==> src/rtl/interrupt_sequencer.sv <==
// interrupt_sequencer: 8-level priority interrupt sequencer with rotating
// priority, nested servicing and a two-pulse INTA handshake that yields
// an 8-bit vector {vector_base, level}.
// LTIM = 0 selects edge-triggered request capture, LTIM = 1 level-triggered.
// Optional macro AUTO_EOI_EN: the in-service bit is retired automatically on
// the second acknowledge; the eoi input keeps working alongside it.
module interrupt_sequencer #(
    parameter int LTIM = 0
) (
    input  logic       clk,
    input  logic       reset,
    input  logic [7:0] ir,
    input  logic [7:0] imr,
    input  logic [4:0] vector_base,
    input  logic       rotate_en,
    input  logic       inta,
    input  logic       eoi,
    input  logic       eoi_specific,
    input  logic [2:0] eoi_level,
    output logic       int_req,
    output logic [7:0] vector,
    output logic       vector_valid,
    output logic [7:0] irr,
    output logic [7:0] isr,
    output logic [2:0] lowest_prio
);

`ifdef AUTO_EOI_EN
    localparam bit AUTO_EOI = 1'b1;
`else
    localparam bit AUTO_EOI = 1'b0;
`endif

    typedef enum logic [1:0] {IDLE, ACK1, ACK2} state_t;

    state_t     state;
    logic [7:0] ir_prev;      // edge history for edge mode
    logic [7:0] lvl_blk;      // level mode: acked lines held off until ir drops
    logic [2:0] cur_lvl;
    logic       spurious;

    logic [3:0] cand;         // {found, level} of best unmasked request
    logic [3:0] isr_top;      // {found, level} of best in-service level
    logic       qualify;
    logic       eoi_vld;
    logic [2:0] eoi_lvl;
    logic       auto_vld;
    logic [7:0] isr_clr;
    logic [7:0] ack_mask;
    logic [7:0] isr_next;
    logic [2:0] lp_next;

    // Position of a level in the current rotation; 0 is the most urgent.
    function automatic logic [2:0] prio_rank(input logic [2:0] lvl, input logic [2:0] lowp);
        return lvl - lowp - 3'd1;
    endfunction

    // Highest-priority set bit, scanning from lowp+1 upward with wrap.
    function automatic logic [3:0] prio_pick(input logic [7:0] bits, input logic [2:0] lowp);
        logic [3:0] res;
        logic [2:0] idx;
        res = 4'h0;
        for (int k = 7; k >= 0; k--) begin
            idx = lowp + 3'd1 + 3'(k);
            if (bits[idx]) res = {1'b1, idx};
        end
        return res;
    endfunction

    assign cand    = prio_pick(irr & ~imr, lowest_prio);
    assign isr_top = prio_pick(isr, lowest_prio);
    // A request only interrupts if it outranks everything already in service.
    assign qualify = cand[3] &&
                     (!isr_top[3] ||
                      (prio_rank(cand[2:0], lowest_prio) < prio_rank(isr_top[2:0], lowest_prio)));

    // EOI and auto-EOI clears are applied before the first-INTA isr set.
    always_comb begin
        eoi_vld = 1'b0;
        eoi_lvl = 3'd0;
        if (eoi) begin
            if (eoi_specific) begin
                eoi_vld = 1'b1;
                eoi_lvl = eoi_level;
            end else begin
                eoi_vld = isr_top[3];
                eoi_lvl = isr_top[2:0];
            end
        end
        auto_vld = AUTO_EOI && (state == ACK2) && inta && !spurious;
        isr_clr = 8'h00;
        if (eoi_vld)  isr_clr = isr_clr | (8'b1 << eoi_lvl);
        if (auto_vld) isr_clr = isr_clr | (8'b1 << cur_lvl);
        lp_next = lowest_prio;
        if (rotate_en) begin
            if (eoi_vld)       lp_next = eoi_lvl;
            else if (auto_vld) lp_next = cur_lvl;
        end
        ack_mask = 8'h00;
        if ((state == ACK1) && inta && cand[3]) ack_mask = 8'b1 << cand[2:0];
        isr_next = (isr & ~isr_clr) | ack_mask;
    end

    // Request capture: edge-latched or level-following, cleared on acknowledge.
    always_ff @(posedge clk or posedge reset) begin
        if (reset) begin
            irr     <= 8'h00;
            ir_prev <= 8'h00;
            lvl_blk <= 8'h00;
        end else begin
            ir_prev <= ir;
            if (LTIM != 0) begin
                lvl_blk <= (lvl_blk | ack_mask) & ir;
                irr     <= ir & ~((lvl_blk | ack_mask) & ir);
            end else begin
                irr     <= (irr & ~ack_mask) | (ir & ~ir_prev);
            end
        end
    end

    // Handshake FSM with registered int_req/vector, plus isr and rotation state.
    always_ff @(posedge clk or posedge reset) begin
        if (reset) begin
            state        <= IDLE;
            int_req      <= 1'b0;
            vector       <= 8'h00;
            vector_valid <= 1'b0;
            isr          <= 8'h00;
            lowest_prio  <= 3'd7;
            cur_lvl      <= 3'd7;
            spurious     <= 1'b0;
        end else begin
            vector_valid <= 1'b0;
            isr          <= isr_next;
            lowest_prio  <= lp_next;
            case (state)
                IDLE: begin
                    if (qualify) begin
                        int_req <= 1'b1;
                        state   <= ACK1;
                    end
                end
                ACK1: begin
                    if (inta) begin
                        int_req <= 1'b0;
                        state   <= ACK2;
                        if (cand[3]) begin
                            cur_lvl  <= cand[2:0];
                            spurious <= 1'b0;
                        end else begin
                            cur_lvl  <= 3'd7;
                            spurious <= 1'b1;
                        end
                    end
                end
                ACK2: begin
                    if (inta) begin
                        vector       <= {vector_base, cur_lvl};
                        vector_valid <= 1'b1;
                        state        <= IDLE;
                    end
                end
                default: state <= IDLE;
            endcase
        end
    end

endmodule
==> config.mk <==
export PLATFORM = sky130hd
export DESIGN_NAME = interrupt_sequencer
export DESIGN_NICKNAME = d
export VERILOG_FILES = /design/src/rtl/interrupt_sequencer.sv
export SDC_FILE = /design/constraint.sdc
export NUM_CORES = 1
export LEC_CHECK = 0
export CAP_MARGIN = 20
export CORE_MARGIN = 1
export CORE_UTILIZATION = 40
export CTS_CLUSTER_SIZE = 28
export DETAILED_ROUTE_END_ITERATION = 12
export PLACE_DENSITY = 0.7
export SLEW_MARGIN = 20
export SYNTH_ARGS = -nofsm -noshare
export SYNTH_HDL_FRONTEND = slang
export SYNTH_SLANG_ARGS = --single-unit
==> constraint.sdc <==
create_clock -name clk -period 5.45 [get_ports clk]
set_input_delay 0.8175 -clock clk [delete_from_list [all_inputs] [get_ports clk]]
set_output_delay 0.8175 -clock clk [all_outputs]
set_load 0.05 [all_outputs]
==> flow_metrics.env <==
export IMPL_io_buffers=58
export IMPL_crit_path_cell_trace="inv_1 -> ha_1 -> buf_4 -> clkinv_2 -> mux2i_1 -> mux4_2 -> nand2b_1 -> a211o_1 -> and3_1 -> o41ai_4 -> ha_2 -> fa_1 -> ha_1 -> a21o_1 -> a21o_1 -> a2111oi_2 -> a21o_1"
export IMPL_numCtsBuffers=5
export IMPL_wl_per_cell_um=18.60
export IMPL_min_path_type="flip-flop to flip-flop"
export IMPL_via_count=3508
export IMPL_grt_pass1_wl_mm=17.64
export IMPL_cts_tree="built"
export IMPL_synth_distinct_cells=73
export IMPL_final_cell_mix="nand2_1 (59), clkdlybuf4s50_1 (58), dfrtp_1 (36)"
export IMPL_required_ps=5690
export IMPL_synth_flop_cell="dfrtp_1"
export IMPL_hold_path_depth=1
export IMPL_hold_start="ir_prev[0]"
export IMPL_num_nets_final=509
export IMPL_path_clk_slew_ps=70
export IMPL_viasPerCell=6.048
export IMPL_core_area_um2=8848
export IMPL_r2r_slack_ps=490
export IMPL_antenna_found_initial=0
export IMPL_period_minus_slack_ps=4965
export IMPL_cts_path_max_buffers=2
export IMPL_slew_headroom_pct=32.37
export IMPL_clock_latency_ps=300
export IMPL_synth_edf_count=0
export IMPL_cts_resized=0
export IMPL_numClockSinks=42
export IMPL_syn_area_per_cell_um2=9.029
export IMPL_rsz0062_at_grt="false"
export IMPL_grt_start_max_net_pins=43
export IMPL_cts_htree_levels=2
export IMPL_final_layout_size_suffix_gt1_share_pct=13.77
export IMPL_setup_violations=0
export IMPL_grt_usage_pct=22.98
export IMPL_syn_inst=412
export IMPL_critPathBufInv=3
export IMPL_syn2layout_area_growth_pct=22.00
export IMPL_setup_worst_path_end_class="flip-flop"
export IMPL_rows=34
export IMPL_syn_num_nets=450
export IMPL_place_hpwl_mm=8.253
export IMPL_setup_slack_ps=485.2
export IMPL_worstPathArrival_ps=5200
export IMPL_synth_area_um2=3720
export IMPL_hold_viol=0
export IMPL_drt_total_wl_mm=10.79
export IMPL_cp_common_cell="a21o_1"
export IMPL_critical_path_slowest_cell="dfstp_2"
export IMPL_grt_overflow_total=0
export IMPL_slowest_delay_ps=560
export IMPL_ant_nets=0
export IMPL_yosysSeqAreaShare_pct=28.46
export IMPL_critPathLaunchType="flip-flop"
export IMPL_ys_ff_latch=42
export IMPL_reg2regPathDepth=17
export IMPL_cts_root_buf="clkbuf_8"
export IMPL_max_cap_violations=0
export IMPL_status="completed"
export IMPL_drt_iter0_drc=237
export IMPL_gp_congestion=0.8928
export IMPL_ys_async_sr_fraction_pct=100.0
export IMPL_drtPass1Iterations=7
export IMPL_clock_fmax_mhz=201.4
export IMPL_dieArea_um2=9689
export IMPL_fin_skew_ps=13.61
export IMPL_num_antenna_cells=0
export IMPL_die_w_um=98.44
export IMPL_final_max_slew_viol_count=0
export IMPL_r2r_end="state[0]"
export IMPL_grt_pass1_vias=3461
export IMPL_start_util_pct=42.04
export IMPL_tightest_slew_ps=1014
export IMPL_ios=59
export IMPL_min_to="irr[0]"
export IMPL_worst_path_max_fanout=15
export IMPL_fin_crit_sh_pct=91.10
export IMPL_r2r_start="lowest_prio[0]"
export IMPL_hold_buffers=0
export IMPL_path_class="flip-flop to flip-flop"
export IMPL_setup_tns_ps=0
export IMPL_fp_dieH_um=98.44
export IMPL_dp_worst_setup_slack_ps=298.8
export IMPL_crit_family="compound AO/OA/AOI/OAI gates"
export IMPL_cts_setup_buffers=0
export IMPL_ys_warn_count=0
export IMPL_layout_cells_most_common="nand2_1"
export IMPL_drcViolationCount=0
## routing by layer
| metal | global-route usage, % | wire [um] | up-vias |
|---|---|---|---|
| li1 | - | - | 1630 |
| met3 | 3.404 | 775 | 26 |
| met1 | 31.95 | 4743 | 1697 |
| met4 | 7.807 | 226 | 0 |
| met5 | 0 | 0 | - |
| met2 | 36.89 | 5043 | 155 |
## cell families after synthesis
group                      synth area share, %
xor gates and xnor gates                 3.095
and+or+nand+nor                          21.76
DFF                                      28.46
muxes                                    20.35
adders and majority gates                3.095
AOI/OAI and AO/OA                        18.13
buffers and inverters                    5.113
## synthesized netlist by cell type, types with 4 or more instances
cell	instances	area share, %
mux2_2	8	2.4
dfrtp_1	36	24
inv_1	22	2.2
nand3_1	5	0.67
a22o_1	6	1.4
nand2_1	59	6.0
nor3_1	16	2.2
mux4_2	16	9.7
nand2b_1	21	3.5
o22ai_1	10	1.7
xnor2_1	4	0.94
a21oi_1	11	1.5
clkbuf_1	7	0.71
nor2_1	26	2.6
a21o_1	6	1.2
buf_2	8	1.1
o21ai_0	16	2.2
a31oi_1	4	0.67
nor2b_1	9	1.5
dfstp_2	6	4.2
ha_1	6	2.0
mux2i_1	28	7.5
## flip-flops by register name, summed over array words and instances, names as in the netlist, 2 cells and up
name,cells
cur_lvl,3
ir_prev,8
irr,8
isr,8
lowest_prio,3
state,2
vector,8
## metrics by stage
stage | util [%] | cell area (um2) | cells | hold WS [ps]
finish | 51.29 | 4538 | 580 | 430.0
global route | 51.29 | 4538 | 580 | 437.8
CTS | 51.23 | 4533 | 579 | 431.4
detailed placement | 50.30 | 4451 | 571 | 420.2
global placement | 50.30 | 4451 | 571 | 412.0
floorplan | - | 3740 | 412 | 409.6
## worst max-delay path by stage
stage                          end      startpoint  slack, ps  cells after the start
after detailed placement   int_req          imr[6]        300                     15
after floorplan            int_req  lowest_prio[0]         10                     21
after CTS                  int_req  lowest_prio[0]        490                     17
final                     state[0]  lowest_prio[0]        490                     17
after global routing      state[0]  lowest_prio[0]        260                     17
after global placement     int_req          imr[6]        390                     15
## area by class of cell
| type | count | area [um2] |
|---|---|---|
| multi-input combinational | 325 | 2484 |
| inverter | 25 | 95.09 |
| fill | 835 | 4310 |
| clock buffer | 6 | 72.57 |
| clock inverter | 2 | 10.01 |
| timing repair buffer | 72 | 683.2 |
| tap | 108 | 135.1 |
| sequential | 42 | 1059 |
## worst reg2reg max path, cell delays in order (launching register included)
cell	delay, ps
dfstp_2	560
inv_1	60
ha_1	310
buf_4	180
clkinv_2	250
mux2i_1	240
mux4_2	550
nand2b_1	190
a211o_1	280
and3_1	210
o41ai_4	270
ha_2	240
fa_1	420
ha_1	300
a21o_1	150
a21o_1	180
a2111oi_2	400
a21o_1	120
Power is left out: the tool's default activity adds up to more than one toggle a clock period on the data nets, which glitch-free logic cannot reach.
